File: config.mk
export PLATFORM = sky130hd
export DESIGN_NAME = systolic_seq_ctrl_flat
export DESIGN_NICKNAME = d
export VERILOG_FILES = /design/src/rtl/systolic_seq_ctrl_if.sv /design/src/rtl/systolic_seq_ctrl.sv /design/src/flat_wrapper.sv
export SDC_FILE = /design/constraint.sdc
export NUM_CORES = 1
export LEC_CHECK = 0
export ABC_AREA = 1
export CORE_UTILIZATION = 38
export CTS_CLUSTER_SIZE = 28
export DETAILED_ROUTE_END_ITERATION = 10
export PLACE_DENSITY = 0.77
export SLEW_MARGIN = 0
export SYNTH_ARGS = -nofsm -noshare
export SYNTH_HDL_FRONTEND = slang
export SYNTH_SLANG_ARGS = --single-unit
File: constraint.sdc
create_clock -name clk -period 1.4 [get_ports clk]
set_input_delay 0.21 -clock clk [delete_from_list [all_inputs] [get_ports clk]]
set_output_delay 0.21 -clock clk [all_outputs]
set_load 0.02 [all_outputs]
File: src/rtl/systolic_seq_ctrl_if.sv
// Handshake and PE-side bundle for the systolic sequencer.
// The scheduler/buffer side connects through the master modport and the
// sequencer through the slave modport.
// Optional macro STALL_CNT_EN adds the 16-bit stall_cnt observation output.
interface systolic_seq_ctrl_if #(
    parameter int WIDTH   = 8,
    parameter int ROW     = 3,
    parameter int MAX_VEC = 256
);
    localparam int CNT_W = $clog2(MAX_VEC + 1);

    logic                   start;
    logic [CNT_W-1:0]       num_vec;
    logic                   busy;
    logic                   done;
    logic                   w_valid;
    logic [WIDTH-1:0]       w_data;
    logic                   w_ready;
    logic                   f_valid;
    logic [WIDTH*ROW-1:0]   f_data;
    logic                   f_ready;
    logic                   pe_ctrl;
    logic [WIDTH-1:0]       pe_weight;
    logic [WIDTH*ROW-1:0]   pe_feature;
`ifdef STALL_CNT_EN
    logic [15:0]            stall_cnt;
`endif

    modport master (
        output start, num_vec, w_valid, w_data, f_valid, f_data,
`ifdef STALL_CNT_EN
        input  stall_cnt,
`endif
        input  busy, done, w_ready, f_ready, pe_ctrl, pe_weight, pe_feature
    );

    modport slave (
        input  start, num_vec, w_valid, w_data, f_valid, f_data,
`ifdef STALL_CNT_EN
        output stall_cnt,
`endif
        output busy, done, w_ready, f_ready, pe_ctrl, pe_weight, pe_feature
    );
endinterface

File: src/rtl/systolic_seq_ctrl.sv
// Sequencer for one systolic weight-chain vector of ROW PEs.
// A job shifts ROW weights into the PE chain, streams num_vec feature vectors
// with lane i delayed by i cycles, drains the skew with zeros and pulses done.
// Optional macro STALL_CNT_EN adds a saturating stall-cycle counter output.
module systolic_seq_ctrl #(
    parameter int WIDTH   = 8,
    parameter int ROW     = 3,
    parameter int MAX_VEC = 256
) (
    input  logic               clk,
    input  logic               rst,
    systolic_seq_ctrl_if.slave io_bus
);
    localparam int CNT_W  = $clog2(MAX_VEC + 1);
    localparam int WCNT_W = $clog2(ROW + 1);
    localparam logic [WCNT_W-1:0] ROW_LAST  = WCNT_W'(ROW - 1);
    localparam logic [CNT_W-1:0]  MAX_VEC_C = CNT_W'(MAX_VEC);

    typedef enum logic [2:0] {IDLE, LOAD, STREAM, DRAIN, DONE} state_t;

    state_t              r_state;
    state_t              w_nextState;
    logic [WCNT_W-1:0]   r_phaseCnt;
    logic [CNT_W-1:0]    r_vecCnt;
    logic [CNT_W-1:0]    r_numVec;
    logic [CNT_W-1:0]    w_numVecClamped;
    logic                w_startAccept;
    logic                w_wBeat;
    logic                w_fBeat;
    logic                w_phaseLast;
    logic                w_vecLast;
    logic                w_busy;
    logic                w_done;
    logic                w_wReady;
    logic                w_fReady;
    logic                r_peCtrl;
    logic [WIDTH-1:0]    r_peWeight;

    assign w_startAccept   = (r_state == IDLE) && io_bus.start;
    assign w_wBeat         = (r_state == LOAD) && io_bus.w_valid;
    assign w_fBeat         = (r_state == STREAM) && io_bus.f_valid;
    assign w_numVecClamped = (io_bus.num_vec > MAX_VEC_C) ? MAX_VEC_C : io_bus.num_vec;
    assign w_phaseLast     = (r_phaseCnt == ROW_LAST);
    assign w_vecLast       = (r_vecCnt == (r_numVec - CNT_W'(1)));

    // State register
    always_ff @(posedge clk) begin
        if (rst) begin
            r_state <= IDLE;
        end else begin
            r_state <= w_nextState;
        end
    end

    // Next-state and state-decoded outputs; readies depend on state only
    always_comb begin
        w_nextState = r_state;
        w_busy      = 1'b1;
        w_done      = 1'b0;
        w_wReady    = 1'b0;
        w_fReady    = 1'b0;
        case (r_state)
            IDLE: begin
                w_busy = 1'b0;
                if (io_bus.start) begin
                    w_nextState = LOAD;
                end
            end
            LOAD: begin
                w_wReady = 1'b1;
                if (io_bus.w_valid && w_phaseLast) begin
                    w_nextState = (r_numVec == '0) ? DRAIN : STREAM;
                end
            end
            STREAM: begin
                w_fReady = 1'b1;
                if (io_bus.f_valid && w_vecLast) begin
                    w_nextState = DRAIN;
                end
            end
            DRAIN: begin
                if (w_phaseLast) begin
                    w_nextState = DONE;
                end
            end
            DONE: begin
                w_done      = 1'b1;
                w_nextState = IDLE;
            end
            default: begin
                w_nextState = IDLE;
            end
        endcase
    end

    // Shared phase counter: weight beats in LOAD, elapsed cycles in DRAIN
    always_ff @(posedge clk) begin
        if (rst) begin
            r_phaseCnt <= '0;
        end else if (r_state != w_nextState) begin
            r_phaseCnt <= '0;
        end else if (w_wBeat || (r_state == DRAIN)) begin
            r_phaseCnt <= r_phaseCnt + WCNT_W'(1);
        end
    end

    // Feature beat counter, only live while streaming
    always_ff @(posedge clk) begin
        if (rst) begin
            r_vecCnt <= '0;
        end else if (r_state != STREAM) begin
            r_vecCnt <= '0;
        end else if (w_fBeat) begin
            r_vecCnt <= r_vecCnt + CNT_W'(1);
        end
    end

    // Job length is captured once at start, already clamped to MAX_VEC
    always_ff @(posedge clk) begin
        if (rst) begin
            r_numVec <= '0;
        end else if (w_startAccept) begin
            r_numVec <= w_numVecClamped;
        end
    end

    // Weight shift: each accepted beat appears on the chain one cycle later
    always_ff @(posedge clk) begin
        if (rst) begin
            r_peCtrl   <= 1'b0;
            r_peWeight <= '0;
        end else begin
            r_peCtrl <= w_wBeat;
            if (w_wBeat) begin
                r_peWeight <= io_bus.w_data;
            end
        end
    end

    for (genvar i = 0; i < ROW; i++) begin : g_lane
        logic [WIDTH-1:0] r_pipe [i+1];

        // Lane skew line: zeros enter on every non-beat cycle so bubbles and drain are clean
        always_ff @(posedge clk) begin
            if (rst) begin
                for (int s = 0; s <= i; s++) begin
                    r_pipe[s] <= '0;
                end
            end else begin
                r_pipe[0] <= w_fBeat ? io_bus.f_data[i*WIDTH +: WIDTH] : '0;
                for (int s = 1; s <= i; s++) begin
                    r_pipe[s] <= r_pipe[s-1];
                end
            end
        end

        assign io_bus.pe_feature[i*WIDTH +: WIDTH] = r_pipe[i];
    end

`ifdef STALL_CNT_EN
    logic [15:0] r_stallCnt;
    logic        w_stallCycle;

    assign w_stallCycle = ((r_state == LOAD) && !io_bus.w_valid) ||
                          ((r_state == STREAM) && !io_bus.f_valid);

    // Stall counter restarts with each accepted job, saturates, and freezes while idle
    always_ff @(posedge clk) begin
        if (rst) begin
            r_stallCnt <= '0;
        end else if (w_startAccept) begin
            r_stallCnt <= '0;
        end else if (w_stallCycle && (r_stallCnt != 16'hFFFF)) begin
            r_stallCnt <= r_stallCnt + 16'd1;
        end
    end

    assign io_bus.stall_cnt = r_stallCnt;
`endif

    assign io_bus.busy      = w_busy;
    assign io_bus.done      = w_done;
    assign io_bus.w_ready   = w_wReady;
    assign io_bus.f_ready   = w_fReady;
    assign io_bus.pe_ctrl   = r_peCtrl;
    assign io_bus.pe_weight = r_peWeight;
endmodule

File: src/flat_wrapper.sv
// flat-port wrapper written by rule: the top's interface ports become plain ports
module systolic_seq_ctrl_flat 
#(
    parameter int WIDTH   = 8,
    parameter int ROW     = 3,
    parameter int MAX_VEC = 256
)
  (clk, rst, io_bus_start, io_bus_num_vec, io_bus_w_valid, io_bus_w_data, io_bus_f_valid, io_bus_f_data, io_bus_busy, io_bus_done, io_bus_w_ready, io_bus_f_ready, io_bus_pe_ctrl, io_bus_pe_weight, io_bus_pe_feature);
  systolic_seq_ctrl_if #(.WIDTH(WIDTH), .ROW(ROW), .MAX_VEC(MAX_VEC)) io_bus_i ();
  input  logic clk;
  input  logic rst;
  input wire logic [$bits(io_bus_i.start)-1:0] io_bus_start;
  input wire logic [$bits(io_bus_i.num_vec)-1:0] io_bus_num_vec;
  input wire logic [$bits(io_bus_i.w_valid)-1:0] io_bus_w_valid;
  input wire logic [$bits(io_bus_i.w_data)-1:0] io_bus_w_data;
  input wire logic [$bits(io_bus_i.f_valid)-1:0] io_bus_f_valid;
  input wire logic [$bits(io_bus_i.f_data)-1:0] io_bus_f_data;
  output wire logic [$bits(io_bus_i.busy)-1:0] io_bus_busy;
  output wire logic [$bits(io_bus_i.done)-1:0] io_bus_done;
  output wire logic [$bits(io_bus_i.w_ready)-1:0] io_bus_w_ready;
  output wire logic [$bits(io_bus_i.f_ready)-1:0] io_bus_f_ready;
  output wire logic [$bits(io_bus_i.pe_ctrl)-1:0] io_bus_pe_ctrl;
  output wire logic [$bits(io_bus_i.pe_weight)-1:0] io_bus_pe_weight;
  output wire logic [$bits(io_bus_i.pe_feature)-1:0] io_bus_pe_feature;
  assign io_bus_i.start = io_bus_start;
  assign io_bus_i.num_vec = io_bus_num_vec;
  assign io_bus_i.w_valid = io_bus_w_valid;
  assign io_bus_i.w_data = io_bus_w_data;
  assign io_bus_i.f_valid = io_bus_f_valid;
  assign io_bus_i.f_data = io_bus_f_data;
  assign io_bus_busy = io_bus_i.busy;
  assign io_bus_done = io_bus_i.done;
  assign io_bus_w_ready = io_bus_i.w_ready;
  assign io_bus_f_ready = io_bus_i.f_ready;
  assign io_bus_pe_ctrl = io_bus_i.pe_ctrl;
  assign io_bus_pe_weight = io_bus_i.pe_weight;
  assign io_bus_pe_feature = io_bus_i.pe_feature;
  systolic_seq_ctrl #(.WIDTH(WIDTH), .ROW(ROW), .MAX_VEC(MAX_VEC)) u_core (.clk(clk), .rst(rst), .io_bus(io_bus_i));
endmodule
==> metrics.md <==
| Metric | Value |
|---|---|
| Violated checks | `setup timing` |
| Core area | `8180 µm²` |
| Hold Path Class | `input pin to register` |
| Synth area leader | `dfxtp_1` |
| Worst-Skew Late Latency | `350 ps` |
| Final core utilization | `55.6%` |
| Async SR Flop Fraction | `0%` |
| Synth Flop Type | `dfxtp_1` |
| Hold path startpoint | `io_bus_f_data[22]` |
| Max FO, Critical Path | `2` |
| Post-synthesis sequential area ratio | `50.2%` |
| Post-synthesis cell type count | `34` |
| PortBufs | `82` |
| Final HPWL DP | `5110 µm` |
| Worst Reg-to-Reg Cells | `15` |
| Syn nets | `462` |
| Clock Sink Count | `80` |
| Via count | `2,806` |
| Power Total | `4.84 mW` |
| Worst slew margin | `77.3%` |
| Antenna-violating nets left | `0` |
| Die Footprint | `8770 µm²` |
| Compound-Gate Fraction of Synth Area | `7.76%` |
| Hold Path Depth | `3` |
| Worst Path Required | `1640 ps` |
| Worst-margin pin slew | `340 ps` |
| CTS Root Cell | `clkbuf_8` |
| Initial Util | `39.0%` |
| Total track usage | `16.9%` |
| Setup Skew | `8.11 ps` |
| First-pass DRT Iterations | `5` |
| Hold endpoint | `u_core.g_lane[2].r_pipe[0][6]` |
| Gate Count Post-Synth | `413` |
| Layout Cells excl Fill | `625` |
| Post-Route WL | `7170 µm` |
| Crit Path Class | `register to register` |
| Number of synthesized register bits | `80` |
| Arrival time at the worst endpoint | `1870 ps` |
| CTS buffer count | `9` |
| Final WS setup | `-237 ps` |
| Placed instance count | `599` |
| CTS Hold Bufs | `0` |
| Maximum clock rate | `611 MHz` |
| Static Leak | `2.12 nW` |
| Ant. Diodes | `0` |
| Status | `finished, violations left` |
| Die Ht | `93.6 µm` |
| Vias per cell | `4.49` |
| Pin count of the biggest net entering global routing | `29` |
| DR WL/cell | `11.5 µm` |
| Synth Area in XOR/XNOR | `1.10%` |
| FF-to-FF setup slack | `-240 ps` |
| Minimum clock period | `1640 ps` |
| H-tree depth | `3` |
| First-pass GRT wire length | `11,300 µm` |
| Largest family of logic cells by synthesized area | `simple AND/OR/NAND/NOR gates` |
| DRC errors left | `0` |
| Chip Width | `93.6 µm` |
| RSZ-0062 raised after global routing | `yes` |
| Post-Synth Simple-Gate Area | `25.3%` |
| Ys Warns | `0` |
| Area Growth Syn to Fin | `42.5%` |
| Syn Area/Cell | `7.73 µm²` |
| Initial antenna violation count | `0` |
| GRT overflow | `0` |
| Startpoint types | `register` |
| TritonCTS clock tree | `yes` |
| Mapped cell area | `3190 µm²` |
| Launching point of the worst reg2reg path | `u_core.r_numVec[1]` |
| Max-Cap Viols | `0` |
| Nature of the critical path endpoint | `register` |
| GPL Wtd Cong | `0.833` |
| EDFF count, synth | `0` |
| Most frequent cells in the layout | `nor2_1 (79), dfxtp_1 (73), inv_1 (69)` |
| Top post-synthesis cells by area | `dfxtp_1 (50%), nor2_1 (9.6%), inv_1 (8.5%)` |
| Fin nets | `565` |
| Iteration-0 DRC Markers | `95` |
| Post-Synth Adder-Cell Area | `1.18%` |
| # setup viols final | `5` |
| Reg2reg end | `u_core.r_phaseCnt[0]` |
| Multiplexer area fraction after synthesis | `0%` |
| Final hold vios | `0` |
| Io pins | `83` |
| Fin crit share | `117%` |
| Max VDD drop | `0.593 mV` |
| Power density over the cells | `1060 nW/µm²` |
| Synth top area share | `50.2%` |
| Setup crit start | `u_core.r_numVec[1]` |
| Commonest non-fill, non-tap cell in the layout | `nor2_1` |
| Row cnt | `33` |
| Setup tns final | `-800 ps` |
| Fraction of layout cells with a size suffix above 1 | `21.3%` |
| Vias in the first global route | `2,629` |
| Slew Limit Fails | `0` |
| Setup slack after placement | `-299 ps` |
| CTS max path bufs | `2` |
| Clock slew at reported path FFs | `80 ps` |
power by group:
group / total [mW] / internal, mW / switching, mW
sequential: 2.35 / 2.31 / 0.0370
combinational: 0.645 / 0.312 / 0.333
clock: 1.84 / 1.01 / 0.834
cells by family after synthesis:
| kind of cell | count (synthesis) |
|---|---|
| xor gates and xnor gates | 4 |
| DFF | 80 |
| adders and majority gates | 3 |
| buffers and inverters | 105 |
| and+or+nand+nor | 177 |
| AOI/OAI and AO/OA | 44 |
repair_timing:
action / 4_1_cts / 5_1_grt
buffers inserted: 3 / 6
pin swaps: 0 / 8
endpoints found under the setup margin: 43 / 21
resized for setup: 58 / 36
endpoints found under the hold margin: 0 / 0
gates cloned: 0 / 2
routing by layer:
| layer | GRT usage (%) | vias to the layer above | routed length (µm) | part of all wire [%] |
|---|---|---|---|---|
| li1 | - | 1439 | - | - |
| met4 | 8.97 | 0 | 125 | 1.7 |
| met3 | 4.63 | 10 | 408 | 5.7 |
| met1 | 18.7 | 1276 | 3060 | 43 |
| met2 | 29.4 | 81 | 3580 | 50 |
| met5 | 0 | - | 0 | 0 |
layout make-up:
cell class	count	area, µm²
Multi-Input combinational cell	228	1220
Clock buffer	9	124
Tap cell	105	131
Timing Repair Buffer	117	1050
Clock inverter	6	92.6
Sequential cell	80	1610
Inverter	80	310
Fill cell	767	3630
worst max path at each step:
stage                           endpoint  slack (ps)  cells after the start
floorplan           u_core.r_phaseCnt[0]         -50                     15
global placement    u_core.r_phaseCnt[0]        -240                     12
detailed placement  u_core.r_phaseCnt[1]        -300                     12
CTS                 u_core.r_phaseCnt[1]        -220                     15
global route        u_core.r_phaseCnt[0]        -390                     15
finish              u_core.r_phaseCnt[0]        -240                     15
stage by stage:
stage	area (µm²)	hold WS, ps
after floorplan	3200	322
after global placement	4190	389
after detailed placement	4190	395
after CTS	4380	361
after global routing	4550	369
final	4550	371
cell usage after synthesis (2+ instances only):
master and n:
dfxtp_1 80, nand4_1 4, inv_2 8, nor3_2 2, xnor2_1 2, nand3_1 15
nand3_2 2, buf_2 3, o21ai_0 14, inv_1 72, nand2_1 54, o21ai_1 2
nor2_2 4, nor3_1 2, nor2_1 82, xor2_1 2, nor4_1 2, a21oi_1 18
nand2_2 3, clkbuf_1 5, buf_4 17, ha_1 3, a211oi_1 5, a21oi_2 2
critical path, stage by stage, from the launching register on:
cell     delay [ps]
dfxtp_2         340
inv_2            50
ha_4            260
inv_2            30
nand2_2          60
nand2_2          50
nor2_2          110
nand2_1          60
nor2_1           90
nand2_1          80
nor2_2           90
nand3_2          70
nand2_1          70
nand2_1          60
nand2_2          70
nor2_1           40
flip-flops by register name (all words and copies together), names as in the netlist:
| signal | flops |
|---|---|
| u_core.io_bus.pe_weight | 8 |
| u_core.r_vecCnt | 9 |
| u_core.r_state | 3 |
| u_core.r_phaseCnt | 2 |
| u_core.r_numVec | 9 |
| u_core.g_lane.r_pipe | 48 |
| u_core.io_bus.pe_ctrl | 1 |
(Power assumes the default switching activity.)
